===== config.mk =====
export PLATFORM = sky130hd
export DESIGN_NAME = rvfi_pc_link_check
export DESIGN_NICKNAME = d
export VERILOG_FILES = /design/src/rtl/rvfi_check_pkg.sv /design/src/rtl/rvfi_pc_link_check_match.sv /design/src/rtl/rvfi_pc_link_check.sv
export SDC_FILE = /design/constraint.sdc
export NUM_CORES = 1
export LEC_CHECK = 0
export BUFFER_PORTS_ARGS = -buffer_cell sky130_fd_sc_hd__buf_2
export CORE_ASPECT_RATIO = 1.4
export CORE_MARGIN = 10
export CORE_UTILIZATION = 43
export CTS_CLUSTER_DIAMETER = 200
export DETAILED_ROUTE_END_ITERATION = 10
export PLACE_DENSITY = 0.73
export SLEW_MARGIN = 10
export SYNTH_ARGS = -nofsm -noshare
export SYNTH_HDL_FRONTEND = slang
export SYNTH_SLANG_ARGS = --single-unit

===== constraint.sdc =====
create_clock -name clock -period 6.5 [get_ports clock]
set_input_delay 1.3 -clock clock [delete_from_list [all_inputs] [get_ports clock]]
set_output_delay 1.3 -clock clock [all_outputs]
set_load 0.02 [all_outputs]

===== src/rtl/rvfi_check_pkg.sv =====
// Shared types and helpers for the RVFI PC-continuity checker.
// Holds the timeout FSM states, the order offsets and the aligned PC compare.
package rvfi_check_pkg;

    typedef enum logic [1:0] {
        PCL_IDLE = 2'd0,
        PCL_WAIT = 2'd1,
        PCL_DONE = 2'd2
    } pcl_state_e;

    // Order offsets of the tracked records relative to instruction_order (64-bit modulo).
    localparam logic [63:0] ORD_OFF_PRED = 64'hFFFF_FFFF_FFFF_FFFF;
    localparam logic [63:0] ORD_OFF_TGT  = 64'd0;
    localparam logic [63:0] ORD_OFF_SUCC = 64'd1;

    localparam int unsigned PC_MAX_W = 64;

    function automatic logic pc_eq(
        input logic [PC_MAX_W-1:0] a,
        input logic [PC_MAX_W-1:0] b,
        input int unsigned         align_lsb
    );
        logic [PC_MAX_W-1:0] mask;
        mask = '1 << align_lsb;
        return ((a ^ b) & mask) == '0;
    endfunction

endpackage


===== src/rtl/rvfi_pc_link_check_match.sv =====
// Per-offset retirement matcher: finds channels retiring a given order,
// picks the lowest-index one and flags same-cycle multiple hits.
module rvfi_order_match
    import rvfi_check_pkg::*;
#(
    parameter int unsigned NRET = 1,
    parameter int unsigned W    = 1
) (
    input  logic [63:0]        key_i,
    input  logic [NRET-1:0]    valid_i,
    input  logic [64*NRET-1:0] order_i,
    input  logic [W*NRET-1:0]  payload_i,
    output logic [NRET-1:0]    match_o,
    output logic [NRET-1:0]    sel_o,
    output logic               multi_o,
    output logic [W-1:0]       payload_o
);

    logic found;

    always_comb begin
        match_o   = '0;
        sel_o     = '0;
        multi_o   = 1'b0;
        payload_o = '0;
        found     = 1'b0;
        for (int unsigned ch = 0; ch < NRET; ch++) begin
            if (valid_i[ch] && (order_i[ch*64 +: 64] == key_i)) begin
                match_o[ch] = 1'b1;
                if (found) begin
                    multi_o = 1'b1;
                end else begin
                    sel_o[ch] = 1'b1;
                    payload_o = payload_i[ch*W +: W];
                    found     = 1'b1;
                end
            end
        end
    end

endmodule


===== src/rtl/rvfi_pc_link_check.sv =====
// RVFI PC-continuity checker: links the target instruction to its order
// neighbours and raises sticky fail flags on broken PC chains or a late successor.
module rvfi_pc_link_check
    import rvfi_check_pkg::*;
#(
    parameter int unsigned NRET      = 1,
    parameter int unsigned XLEN      = 32,
    parameter bit          CHECK_BWD = 1'b1,
    parameter bit          CHECK_FWD = 1'b1,
    parameter int unsigned ALIGN_LSB = 1,
    parameter int unsigned TIMEOUT   = 16
) (
    input  logic                 clock,
    input  logic                 reset,
    input  logic                 check,
    input  logic [63:0]          instruction_order,
    input  logic [NRET-1:0]      rvfi_valid,
    input  logic [64*NRET-1:0]   rvfi_order,
    input  logic [XLEN*NRET-1:0] rvfi_pc_rdata,
    input  logic [XLEN*NRET-1:0] rvfi_pc_wdata,
    input  logic [NRET-1:0]      rvfi_intr,
    output logic                 bwd_fail,
    output logic                 fwd_fail,
    output logic                 dup_fail,
    output logic                 timeout_fail,
    output logic                 bwd_done,
    output logic                 fwd_done
);

    localparam int unsigned     CNT_W     = (TIMEOUT > 0) ? $clog2(TIMEOUT + 1) : 1;
    localparam logic [CNT_W-1:0] CNT_LIMIT = CNT_W'(TIMEOUT);
    localparam int unsigned     TW        = 2 * XLEN + 1;
    localparam int unsigned     SW        = XLEN + 1;

    logic [TW*NRET-1:0] tgt_pay;
    logic [SW*NRET-1:0] succ_pay;

    always_comb begin
        tgt_pay  = '0;
        succ_pay = '0;
        for (int unsigned ch = 0; ch < NRET; ch++) begin
            tgt_pay[ch*TW +: TW]  = {rvfi_intr[ch], rvfi_pc_wdata[ch*XLEN +: XLEN],
                                     rvfi_pc_rdata[ch*XLEN +: XLEN]};
            succ_pay[ch*SW +: SW] = {rvfi_intr[ch], rvfi_pc_rdata[ch*XLEN +: XLEN]};
        end
    end

    logic [NRET-1:0] pred_match, pred_sel, tgt_match, tgt_sel, succ_match, succ_sel;
    logic            pred_multi, tgt_multi, succ_multi;
    logic [XLEN-1:0] pred_pay_sel;
    logic [TW-1:0]   tgt_pay_sel;
    logic [SW-1:0]   succ_pay_sel;

    rvfi_order_match #(.NRET(NRET), .W(XLEN)) u_match_pred (
        .key_i     (instruction_order + ORD_OFF_PRED),
        .valid_i   (rvfi_valid),
        .order_i   (rvfi_order),
        .payload_i (rvfi_pc_wdata),
        .match_o   (pred_match),
        .sel_o     (pred_sel),
        .multi_o   (pred_multi),
        .payload_o (pred_pay_sel)
    );

    rvfi_order_match #(.NRET(NRET), .W(TW)) u_match_tgt (
        .key_i     (instruction_order + ORD_OFF_TGT),
        .valid_i   (rvfi_valid),
        .order_i   (rvfi_order),
        .payload_i (tgt_pay),
        .match_o   (tgt_match),
        .sel_o     (tgt_sel),
        .multi_o   (tgt_multi),
        .payload_o (tgt_pay_sel)
    );

    rvfi_order_match #(.NRET(NRET), .W(SW)) u_match_succ (
        .key_i     (instruction_order + ORD_OFF_SUCC),
        .valid_i   (rvfi_valid),
        .order_i   (rvfi_order),
        .payload_i (succ_pay),
        .match_o   (succ_match),
        .sel_o     (succ_sel),
        .multi_o   (succ_multi),
        .payload_o (succ_pay_sel)
    );

    logic            pred_vld_q, tgt_vld_q, succ_vld_q;
    logic [XLEN-1:0] pred_wdata_q, tgt_rdata_q, tgt_wdata_q, succ_rdata_q;
    logic            tgt_intr_q, succ_intr_q;

    logic pred_hit, tgt_hit, succ_hit;
    logic pred_load, tgt_load, succ_load;
    logic dup_now;

    assign pred_hit  = |pred_match;
    assign tgt_hit   = |tgt_match;
    assign succ_hit  = |succ_match;
    assign pred_load = (|pred_sel) && !pred_vld_q;
    assign tgt_load  = (|tgt_sel) && !tgt_vld_q;
    assign succ_load = (|succ_sel) && !succ_vld_q;
    assign dup_now   = pred_multi || (pred_hit && pred_vld_q)
                    || tgt_multi  || (tgt_hit && tgt_vld_q)
                    || succ_multi || (succ_hit && succ_vld_q);

    // Compares run on registered records, so done/fail show in the cycle after capture.
    logic bwd_fire, bwd_bad, fwd_fire, fwd_bad;
    logic bwd_done_q, bwd_fail_q, fwd_done_q, fwd_fail_q, dup_fail_q, timeout_fail_q;
    logic bwd_done_d, bwd_fail_d, fwd_done_d, fwd_fail_d, dup_fail_d, timeout_fail_d;

    assign bwd_fire = CHECK_BWD && tgt_vld_q && succ_vld_q && !bwd_done_q;
    assign bwd_bad  = !succ_intr_q &&
                      !pc_eq(PC_MAX_W'(succ_rdata_q), PC_MAX_W'(tgt_wdata_q), ALIGN_LSB);
    assign fwd_fire = CHECK_FWD && pred_vld_q && tgt_vld_q && !fwd_done_q;
    assign fwd_bad  = !tgt_intr_q &&
                      !pc_eq(PC_MAX_W'(tgt_rdata_q), PC_MAX_W'(pred_wdata_q), ALIGN_LSB);

    assign bwd_done_d = bwd_done_q | bwd_fire;
    assign bwd_fail_d = bwd_fail_q | (bwd_fire & bwd_bad & check);
    assign fwd_done_d = fwd_done_q | fwd_fire;
    assign fwd_fail_d = fwd_fail_q | (fwd_fire & fwd_bad & check);
    assign dup_fail_d = dup_fail_q | (dup_now & check);

    pcl_state_e      state_q, state_d;
    logic [CNT_W-1:0] cnt_q, cnt_d;
    logic            to_expire;

    always_comb begin
        state_d   = state_q;
        cnt_d     = cnt_q;
        to_expire = 1'b0;
        unique case (state_q)
            PCL_IDLE: begin
                cnt_d = '0;
                if (tgt_load) begin
                    state_d = (succ_vld_q || succ_hit) ? PCL_DONE : PCL_WAIT;
                end
            end
            PCL_WAIT: begin
                if (succ_hit) begin
                    state_d = PCL_DONE;
                end else if (TIMEOUT != 0) begin
                    cnt_d = cnt_q + 1'b1;
                    if (cnt_d == CNT_LIMIT) begin
                        state_d   = PCL_DONE;
                        to_expire = 1'b1;
                    end
                end
            end
            PCL_DONE: begin
                state_d = PCL_DONE;
            end
            default: begin
                state_d = PCL_IDLE;
            end
        endcase
    end

    assign timeout_fail_d = timeout_fail_q | (to_expire & check);

    always_ff @(posedge clock) begin
        if (reset) begin
            pred_vld_q     <= 1'b0;
            tgt_vld_q      <= 1'b0;
            succ_vld_q     <= 1'b0;
            pred_wdata_q   <= '0;
            tgt_rdata_q    <= '0;
            tgt_wdata_q    <= '0;
            tgt_intr_q     <= 1'b0;
            succ_rdata_q   <= '0;
            succ_intr_q    <= 1'b0;
            bwd_done_q     <= 1'b0;
            bwd_fail_q     <= 1'b0;
            fwd_done_q     <= 1'b0;
            fwd_fail_q     <= 1'b0;
            dup_fail_q     <= 1'b0;
            timeout_fail_q <= 1'b0;
            state_q        <= PCL_IDLE;
            cnt_q          <= '0;
        end else begin
            if (pred_load) begin
                pred_vld_q   <= 1'b1;
                pred_wdata_q <= pred_pay_sel;
            end
            if (tgt_load) begin
                tgt_vld_q <= 1'b1;
                {tgt_intr_q, tgt_wdata_q, tgt_rdata_q} <= tgt_pay_sel;
            end
            if (succ_load) begin
                succ_vld_q <= 1'b1;
                {succ_intr_q, succ_rdata_q} <= succ_pay_sel;
            end
            bwd_done_q     <= bwd_done_d;
            bwd_fail_q     <= bwd_fail_d;
            fwd_done_q     <= fwd_done_d;
            fwd_fail_q     <= fwd_fail_d;
            dup_fail_q     <= dup_fail_d;
            timeout_fail_q <= timeout_fail_d;
            state_q        <= state_d;
            cnt_q          <= cnt_d;
        end
    end

    assign bwd_done     = bwd_done_d;
    assign bwd_fail     = bwd_fail_d;
    assign fwd_done     = fwd_done_d;
    assign fwd_fail     = fwd_fail_d;
    assign dup_fail     = dup_fail_q;
    assign timeout_fail = timeout_fail_q;

endmodule


# == Word level (Yosys, flattened, before mapping) ==
# Cells that the tools add are included.
# word_totals
word_cells,92
ff_bits,146
inputBits,197
out_inout_bits,6
# classes
n_reduce_logical,33
add_sub_neg,3
mux,16
bitwise,14
eq_ne,9
# op_table
operator,count
$eq 64x64->1,3
$logic_not 64->1,2
$mux 65,1
$add 64x1->64 const B,1
$add 64x64->64 const B,1
$xor 32x32->32,2
$mux 33,1
$mux 32,1
$logic_and 1x1->1,15
$pmux 5 s2,1
$logic_not 1->1,9
$mux 2,4
$and 1x1->1,6
$mux 1,6
$or 1x1->1,6
$pmux 2 s3,1
$add 5x1->5 const B,1
$eq 5x5->1 const B,1
$mux 5,1
$ne 2x2->1 const B,2
$reduce_and 2->1,2
$logic_or 1x1->1,3
$ne 3x3->1 const B,1
$eq 2x1->1 const B,1
other kinds (3),3

# == Depth between registers and ports, before layout ==
# Gate-level depths: netlist of run 1.
# logic_depth
word_depth,9
mapped_depth,15
depth_no_buf,12

# == Cells and area by module ==
# From an unflattened synthesis of run 1, not the netlist that was laid out.
# unflattened
hier_cells,1771
area_unflattened_um2,12851.1
# modules_own_cells
module,seq_area_each_um2,area_each_um2,n_inst,cells_each
rvfi_pc_link_check,2842.7,8509.4,1,1164
rvfi_order_match (u_match_tgt),0.0,1721.7,1,266
rvfi_order_match (u_match_succ),0.0,1378.8,1,190
rvfi_order_match (u_match_pred),0.0,1241.2,1,151

# == Worst setup path before layout of run 1 ==
# No wires, ideal clock.
# synth_path
kind,input to register
startpoint,input instruction_order[9]
endpoint,register pred_wdata_q[10]
t_arrival_ns,4.418
path_stages,13
required_time_ns,6.372
setup_ns,0.128
slack_ns,1.955
n_path_buf,3
path_cell_list,buf_2 -> or4_1 -> buf_2 -> or4_4 -> nor4_1 -> xnor2_1 -> nand2_1 -> nor4b_1 -> nand4_1 -> nor4_4 -> buf_6 -> mux2i_1 -> nor2_1
# synth_between
elab_chain_len,5
elab_cells_between_ends,6
classes_between,1 x add/sub; 1 x eq/ne; 2 x mux; 2 x reduce/logical
# synth_rtl
item,line_no,rtl
"start, declared",rvfi_pc_link_check.sv:16,"input logic [63:0] instruction_order,"
$add 64x64->64 (*),rvfi_pc_link_check.sv:55,".key_i (instruction_order + ORD_OFF_PRED),"
$eq 64x64->1 (*),rvfi_pc_link_check_match.sv:28,if (valid_i[ch] && (order_i[ch*64 +: 64] == key_i)) begin
$logic_and 1x1->1 (*),rvfi_pc_link_check_match.sv:28,
$mux 1,rvfi_pc_link_check_match.sv:28,
$logic_and 1x1->1,rvfi_pc_link_check.sv:98,assign pred_load = (|pred_sel) && !pred_vld_q;
"end signal, assigned",rvfi_pc_link_check.sv:182,pred_wdata_q <= pred_pay_sel;
"end, declared",rvfi_pc_link_check.sv:88,"logic [XLEN-1:0] pred_wdata_q, tgt_rdata_q, tgt_wdata_q, succ_rdata_q;"
# Mark *: on every way between the ends. The rest lies on a longest branch, timed or not.
# A chain may end at the register's enable or synchronous reset.

# == Final worst setup path of run 1 ==
# layout_path
startpoint,input instruction_order[1]
endpoint,register succ_rdata_q[7]
# layout_between
elab_chain_len,5
elab_cells_between_ends,6
classes_between,1 x add/sub; 1 x eq/ne; 2 x mux; 2 x reduce/logical
# layout_rtl
item,line_no,rtl
$add 64x1->64 (*),rvfi_pc_link_check.sv:77,".key_i (instruction_order + ORD_OFF_SUCC),"
$eq 64x64->1 (*),rvfi_pc_link_check_match.sv:28,
$logic_and 1x1->1 (*),rvfi_pc_link_check_match.sv:28,
$mux 1,rvfi_pc_link_check_match.sv:28,
$logic_and 1x1->1,rvfi_pc_link_check.sv:100,assign succ_load = (|succ_sel) && !succ_vld_q;
"end signal, assigned",rvfi_pc_link_check.sv:190,"{succ_intr_q, succ_rdata_q} <= succ_pay_sel;"
"end, declared",rvfi_pc_link_check.sv:88,
# Marks and branches as above.

==> flow_summary_export.csv, run 1 <==
group,metric,value,unit
place,dp_hpwl,38100,um
synth,postSynthCellCount,1451,
clocking,ctsHtreeMaxLevel,4,
worst_setup_path,endpoint_kind,"flip-flop",
sta,max_freq,195,MHz
floorplan,die_h,210,um
synth,synth_nets,1655,
power,power.density,179,mW/mm^2
clocking,cts_buffers,17,
synth,synth_top_flop_cell,"dfxtp_1",
clocking,hold_buffers,0,
power,clkPwrFrac,42.4,%
synth,synth_top_family_by_area,"simple AND/OR/NAND/NOR gates",
global_route,grt_pass1_vias,11900,
global_route,overflow,0,
cells_and_area,fill_cells,2514,
floorplan,initial_core_util,43.5,%
place,place.gp.congestion,1.05,
worst_setup_path,cp_max_fo,32,
worst_setup_path,cp_data_required_time,6.77,ns
sta,finalSetupViolCount,0,
power,power_switching,724,uW
clocking,ctsResizeCount,0,
clocking,cts.clk_slew.worst_paths,0.07,ns
clocking,clock-sinks,142,
synth,synth.avg_cell_area,7.61,sq um
cells_and_area,nets,1798,
clocking,cts_tree,"done",
synth,yosys.area.top_type,"dfxtp_1",
global_route,antenna_found_initial,5,
routing,ant_nets,0,
cells_and_area,drive_above_1_share,18.4,%
synth,synth.top_cells.by_area,"dfxtp_1 (26%), xnor2_1 (9.5%), mux2i_1 (7.2%)",
power,p_leak,0.00448,uW
clocking,post-cts-setup-buffers,0,
sta,relSlewSlack,29.8,%
sta,fin_crit_sh,79.0,%
synth,synth-async-reset-ratio,0,%
power,p_int,1560,uW
sta,post-route-min-period,5.13,ns
sta,skew,0.0130,ns
synth,synth_compound_area_share,10.4,%
synth,ys_warn_count,0,
synth,synthSimpleGateAreaFrac,35.7,%
floorplan,placementRows,69,
synth,synth_edf_count,0,
clocking,clockRootBuffer,"clkbuf_16",
routing,drcViolationCount,0,
sta,totalNegativeSetupSlack,0,ns
routing,vias_per_cell,6.12,
sta,worst_pin_slew,1.04,ns
power,p_comb_share,19.5,%
routing,drt_wl_total,47500,um
clocking,clk_latency,0.43,ns
global_route,grt_pass1_wl,70200,um
run,max-cap-violations,0,
floorplan,fp.dieW,155,um
synth,synth_cell_types,77,
synth,synth-xor-area-share,15.2,%
synth,yosysSeqAreaShare,25.8,%
synth,synth.area.mux_share,7.27,%
sta,hold_viol_final,0,
routing,num_vias,11800,
status,outcome,"finished, final reports clean",
worst_setup_path,worstSetupStartpointType,"input pin",
routing,drtIter0Drc,846,
place,io_buffers,200,
power,peakVddDrop,268,uV
power,seqPwrFrac,38.0,%
synth,syn-cell-area,0.0110,sq mm
floorplan,ios,203,
power,swShare,31.7,%
sta,rsz0062_at_grt,"false",
routing,wl_per_cell,24.6,um
synth,synth_seq_cells,142,
floorplan,core,0.0254,sq mm
global_route,grt_max_degree,90,
routing,drt_pass1_iterations,7,
worst_setup_path,crit_type,"input pin to flip-flop",
cells_and_area,syn_to_final_growth,15.6,%
cells_and_area,finish.utilization,50.3,%
floorplan,design.die.area,0.0326,sq mm
synth,yosys.area.top_type_share,25.8,%
synth,synth_fa_ha_area_share,0.793,%
global_route,track_usage,27.7,%
synth,yosysMostFrequentCell,"nand2_1",
synth,synth_common_cells,"nand2_1 (201), dfxtp_1 (142), nor2_1 (131)",
worst_setup_path,critical_path_arrival,5.41,ns
sta,maxSlewViolCount,0,
min_path,min_path_type,"flip-flop to flip-flop",
clocking,cts_buffer_depth,2,
## power groups by stage
stage	clock network [uW]	registers [uW]	logic [uW]
3_3_place_gp	0	889	433
3_5_place_dp	0	889	431
4_1_cts	979	870	434
2_1_floorplan	0	889	243
5_1_grt	1010	869	468
6_report	971	870	446
## worst max-delay path, stage by stage
cell      delay [ns]
buf_2           0.25
ha_1            0.33
nand3_1         0.29
or4_1           0.61
buf_4           0.25
a21bo_2         0.20
nand4_1         0.08
nor4_1          0.70
and3_1          0.39
nand4b_1        0.19
nor3_4          0.19
buf_12          0.28
mux2i_1         0.24
nor2_1          0.06
## cell type report
cell class	count	area (sq um)	share of cell area (%)
repair buffers	223	1200	9.41
flip-flops and latches	142	2840	22.3
clock buffers	17	425	3.33
multi-input cells	1197	7660	60.0
diodes	4	10.0	0.0785
inverters	13	48.8	0.382
well taps	319	399	3.13
clock inverters	15	170	1.33
## cell usage in the layout, fill, tap and decap left out, drive strengths merged, types with 17 or more instances in the layout
cell	count
nand3	56
mux2i	79
clkbuf	17
nand2	201
or4	33
nor4	72
inv	21
dfxtp	142
nor3	52
nand4	87
xnor2	120
o21ai	27
buf	223
a21oi	89
nor2	133
xor2	71
## state kept, by name (all words and copies together), names as in the netlist, 2 cells and up
name	flops
state_q	2
pred_wdata_q	31
cnt_q	5
succ_rdata_q	31
tgt_rdata_q	31
tgt_wdata_q	31
## final timing paths
kind / cells past startpoint / end / slack (ns) / start
worst min register to register: 2 / tgt_rdata_q[21] / 0.46 / tgt_rdata_q[21]
worst max register to register: 6 / fwd_fail_q / 4.43 / tgt_rdata_q[21]
worst min-delay path: 2 / tgt_rdata_q[21] / 0.46 / tgt_rdata_q[21]
worst max-delay path: 14 / succ_rdata_q[7] / 1.37 / instruction_order[1]
## routing by layer
layer	vias up	track usage [%]	wire [um]
met5	-	0	7
met4	2	23.5	4640
met3	183	6.00	3120
met2	550	48.4	23400
met1	5549	27.2	16300
li1	5532	-	-
## through the flow
| stage | power, uW | hold WS (ns) | instance area, sq um | setup WS [ns] | std cells |
|---|---|---|---|---|---|
| 2_1_floorplan | 1130 | 0.432 | 11000 | 1.95 | 1451 |
| 3_5_place_dp | 1320 | 0.457 | 12200 | 1.10 | 1894 |
| 3_3_place_gp | 1320 | 0.441 | 12200 | 1.12 | 1894 |
| 6_report | 2290 | 0.460 | 12800 | 1.37 | 1930 |
| 4_1_cts | 2280 | 0.464 | 12700 | 1.53 | 1926 |
| 5_1_grt | 2350 | 0.481 | 12800 | 1.20 | 1927 |
## logic make-up after synthesis
| family | count (synthesis) |
|---|---|
| flops | 142 |
| compound gates | 188 |
| xor+xnor | 191 |
| buf+inv | 112 |
| mux | 80 |
| fa+ha+maj | 7 |
| simple gates | 731 |
Power figures use the tool's default switching activity.
==> inputs of run 2 (changes only) <==
PLACE_DENSITY = 0.76   (was 0.73)
clock period = 4.6 ns   (was 6.5 ns; I/O delays follow)
==> flow_summary_export.csv, run 2 (same netlist as run 1, synthesis figures left out) <==
group,metric,value,unit
global_route,gr-max-usage-layer,"met2",
worst_setup_path,r2r_slack,2.53,ns
clocking,ctsHtreeMaxLevel,4,
clocking,cts_buffers,17,
global_route,globalRouteMet3Util,4.60,%
power,power.density,233,mW/mm^2
clocking,cts_tree,"done",
clocking,cts.clk_slew.worst_paths,0.06,ns
worst_setup_path,worstSetupStartpoint,"instruction_order[17]",
place,io_buffers,200,
clocking,clk_latency,0.42,ns
routing,num_vias,12700,
global_route,track_usage,29.5,%
global_route,met1_usage,29.1,%
global_route,grt_pass1_wl,74700,um
cells_and_area,drive_above_1_share,25.5,%
power,p_leak,0.00521,uW
worst_setup_path,endpoint_kind,"flip-flop",
sta,maxSlewViolCount,0,
worst_setup_path,crit_end,"pred_wdata_q[14]",
run,max-cap-violations,0,
routing,wl_per_cell,24.1,um
floorplan,design.die.area,0.0326,sq mm
sta,hold_viol_final,0,
cells_and_area,nets,1955,
place,dpl_cell_area,0.0133,sq mm
clocking,clockRootBuffer,"clkbuf_16",
routing,vias_per_cell,6.08,
sta,worst_pin_slew,1.09,ns
worst_setup_path,timing.rr.end,"bwd_fail_q",
sta,post-route-min-period,4.37,ns
cells_and_area,syn_to_final_growth,26.0,%
worst_setup_path,worstSetupStartpointType,"input pin",
sta,skew,0.00616,ns
global_route,grtUsageMet2,52.1,%
cells_and_area,fin_area,0.0139,sq mm
place,place.gp.congestion,1.01,
cells_and_area,final_cell_mix,"nand2_1 (201), buf_2 (199), buf_4 (177)",
clocking,post-cts-setup-buffers,0,
global_route,antenna_found_initial,3,
place,dp.cells,2050,
cells_and_area,final_common_cell,"nand2_1",
place,dp_hpwl,40800,um
worst_setup_path,cp_max_fo,16,
cells_and_area,fin_cells,2085,
routing,ant_nets,0,
sta,fin_crit_sh,95.1,%
sta,finalSetupViolCount,0,
routing,drt_wl_total,50200,um
clocking,cts_buffer_depth,2,
worst_setup_path,reg2reg_from,"tgt_wdata_q[24]",
sta,max_freq,229,MHz
worst_setup_path,crit_type,"input pin to flip-flop",
floorplan,initial_core_util,43.5,%
floorplan,core,0.0254,sq mm
floorplan,die_h,210,um
min_path,min_path_type,"flip-flop to flip-flop",
floorplan,ios,203,
floorplan,fp.dieW,155,um
worst_setup_path,cp_data_required_time,4.85,ns
floorplan,placementRows,69,
clocking,ctsResizeCount,0,
clocking,hold_buffers,0,
worst_setup_path,critical_path_arrival,4.62,ns
power,peakVddDrop,507,uV
routing,drt_pass1_iterations,6,
global_route,overflow,0,
global_route,grt_pass1_vias,12900,
clocking,clock-sinks,142,
sta,rsz0062_at_grt,"false",
global_route,grt_max_degree,108,
status,outcome,"finished, final reports clean",
worst_setup_path,r2r_cells,6,
routing,drcViolationCount,0,
sta,relSlewSlack,27.0,%
routing,drtIter0Drc,922,
[run 2: metrics by stage]
step	hold WS [ns]	power [uW]	util, %	setup WS, ns	TNS, ns
2_1_floorplan	0.432	1600	-	0.435	0
3_3_place_gp	0.442	1960	52.5	-0.0537	-1.10
3_5_place_dp	0.455	1960	52.5	-0.106	-2.30
4_1_cts	0.463	3220	54.7	0.209	0
5_1_grt	0.481	3330	54.8	0.0686	0
6_report	0.461	3240	54.8	0.227	0
[run 2: cell type report]
class	count	area (sq um)
flip-flops and latches	142	2840
clock buffers	19	433
repair buffers	380	2400
clock inverters	12	114
fillers	2428	11500
well taps	319	399
multi-input cells	1197	7660
diodes	3	7.51
inverters	13	48.8
[run 2: how the worst min path moves through the flow]
stage / from / endpoint / slack (ns) / depth (start not counted)
6_report: tgt_rdata_q[26] / tgt_rdata_q[26] / 0.46 / 2
5_1_grt: tgt_rdata_q[26] / tgt_rdata_q[26] / 0.48 / 2
4_1_cts: tgt_rdata_q[26] / tgt_rdata_q[26] / 0.46 / 2
3_5_place_dp: tgt_intr_q / tgt_intr_q / 0.46 / 2
3_3_place_gp: tgt_intr_q / tgt_intr_q / 0.44 / 2
2_1_floorplan: tgt_intr_q / tgt_intr_q / 0.43 / 2
[run 2: worst max-delay path, stage by stage]
cell,delay [ns]
buf_2,0.14
nor4_1,0.73
and4_1,0.44
buf_4,0.17
nand4_1,0.13
or4b_1,0.49
o211a_1,0.12
o22ai_1,0.13
buf_4,0.18
nand4_2,0.13
nor4_4,0.40
clkbuf_16,0.28
mux2i_1,0.26
nor2_1,0.08
[run 2: power breakdown]
group / switching [uW] / internal, uW / leakage (uW) / total, uW
clock: 538 / 745 / 0.000257 / 1280
sequential: 0.0000000000000561 / 1230 / 0.00114 / 1230
combinational: 452 / 277 / 0.00381 / 729
total: 989 / 2250 / 0.00521 / 3240
[run 2: layer usage]
layer	vias to the layer above	routed length, um
li1	5845	-
met1	5980	17000
met2	637	25100
met3	217	3060
met4	2	4980
met5	-	18
==> inputs of run 3 (changes only) <==
RECOVER_POWER = 50   (was unset)
==> flow_summary_export.csv, run 3 (same netlist as run 1, synthesis figures left out) <==
group,metric,value,unit
cells_and_area,nets,1955,
sta,maxSlewViolCount,38,
global_route,antenna_found_initial,3,
routing,num_vias,12700,
global_route,track_usage,29.5,%
routing,drcViolationCount,0,
routing,drtIter0Drc,934,
global_route,grt_pass1_vias,12900,
min_path,min_path_type,"flip-flop to flip-flop",
worst_setup_path,endpoint_kind,"flip-flop",
floorplan,fp.dieW,155,um
floorplan,ios,203,
status,outcome,"complete, but fails checks",
cells_and_area,final_common_cell,"nand2_1",
power,power_switching,987,uW
sta,timing.final.ws_setup,0.238,ns
sta,fin_crit_sh,94.8,%
worst_setup_path,cp_data_required_time,4.84,ns
power,power.density,233,mW/mm^2
clocking,ctsHtreeMaxLevel,4,
global_route,overflow,0,
floorplan,placementRows,69,
power,peakVddDrop,507,uV
clocking,clock-sinks,142,
power,p_int,2250,uW
clocking,cts_buffer_depth,2,
clocking,cts_buffers,17,
power,seqPwrFrac,38.0,%
power,p_leak,0.00517,uW
sta,worst_pin_slew,1.57,ns
sta,skew,0.00751,ns
worst_setup_path,worstSetupStartpointType,"input pin",
sta,hold_viol_final,0,
worst_setup_path,cp_max_fo,16,
sta,max_freq,229,MHz
floorplan,die_h,210,um
clocking,cts_tree,"done",
sta,finalSetupViolCount,0,
power,clkPwrFrac,39.6,%
place,pre_cts_ws,-0.106,ns
cells_and_area,syn_to_final_growth,25.8,%
power,p_comb_share,22.5,%
run,max-cap-violations,1,
floorplan,initial_core_util,43.5,%
routing,drt_wl_total,50100,um
floorplan,core,0.0254,sq mm
power,swShare,30.5,%
place,dp_hpwl,40800,um
routing,drt_pass1_iterations,6,
cells_and_area,drive_above_1_share,25.0,%
routing,ant_nets,0,
status,violations,"max-capacitance violations, max-slew violations",
sta,totalNegativeSetupSlack,0,ns
sta,relSlewSlack,-4.46,%
floorplan,design.die.area,0.0326,sq mm
worst_setup_path,crit_type,"input pin to flip-flop",
clocking,clockRootBuffer,"clkbuf_16",
place,io_buffers,200,
global_route,grt_pass1_wl,74700,um
sta,rsz0062_at_grt,"false",
worst_setup_path,critical_path_arrival,4.61,ns
global_route,grt_max_degree,108,
place,place.gp.congestion,1.01,
clocking,clk_latency,0.42,ns
routing,wl_per_cell,24.1,um
routing,vias_per_cell,6.10,
clocking,cts.clk_slew.worst_paths,0.06,ns
sta,post-route-min-period,4.36,ns
cells_and_area,final_cell_mix,"nand2_1 (201), buf_2 (192), buf_4 (174)",
==> run 3: cell count changes in the layout (fill, tap and decap cells not counted), sizes merged <==
cell and change:
buf -10, diode -1, clkbuf +10
==> run 3: layout make-up <==
type | instances | area, sq um
repair buffers | 380 | 2380
clock buffers | 19 | 433
diodes | 2 | 5.00
clock inverters | 12 | 114
well taps | 319 | 399
inverters | 13 | 48.8
flip-flops and latches | 142 | 2840
multi-input cells | 1197 | 7660
fillers | 2438 | 11500
==> run 3: power by group through the flow <==
| stage | Combinational [uW] | Clock, uW | Sequential, uW |
|---|---|---|---|
| detailed placement | 703 | 0 | 1260 |
| CTS | 708 | 1290 | 1230 |
| finish | 727 | 1280 | 1230 |
| global route | 759 | 1340 | 1230 |
| floorplan | 344 | 0 | 1260 |
| global placement | 705 | 0 | 1260 |
==> run 3: worst paths after layout <==
kind	startpoint	end	slack, ns	cells after the start
setup reg to reg	tgt_rdata_q[21]	fwd_fail_q	2.44	6
hold reg to reg	tgt_rdata_q[26]	tgt_rdata_q[26]	0.46	2
hold / removal	tgt_rdata_q[26]	tgt_rdata_q[26]	0.46	2
setup / recovery	instruction_order[11]	pred_wdata_q[14]	0.24	14
==> run 3: routing by layer <==
metal  part of all wire [%]  vias to the layer above  global-route usage [%]  wire length, um
met3                    6.4                      227                    4.60             3190
met5                  0.036                        -                       0               18
li1                       -                     5834                       -                -
met4                     10                        2                    26.3             5030
met2                     50                      663                    52.1            25100
met1                     34                     5996                    29.1            16800
==> run 3: timing repair <==
action,CTS,global route
gates resized for setup,0,1
hold buffers,0,0
buffers inserted,0,0
endpoints found under the hold margin,0,0
setup endpoints to repair,0,1
==> run 3: worst max-delay path: stages <==
cell and delay [ns]:
buf_2 0.11, or4_1 0.68, nor4_4 0.47, buf_4 0.20, nand4_1 0.12, or4b_1 0.49
o211a_1 0.12, o22ai_1 0.13, buf_4 0.18, nand4_2 0.13, nor4_4 0.40, clkbuf_16 0.28
mux2i_1 0.26, nor2_1 0.08
==> run 3: stage by stage <==
| step | cell area [sq um] | power, uW | instances | util (%) | hold WS, ns |
|---|---|---|---|---|---|
| floorplan | 11000 | 1600 | 1451 | - | 0.432 |
| global placement | 13300 | 1960 | 2050 | 52.5 | 0.442 |
| detailed placement | 13300 | 1960 | 2050 | 52.5 | 0.455 |
| CTS | 13900 | 3220 | 2081 | 54.7 | 0.463 |
| global route | 13900 | 3330 | 2083 | 54.7 | 0.481 |
| finish | 13900 | 3240 | 2084 | 54.7 | 0.461 |
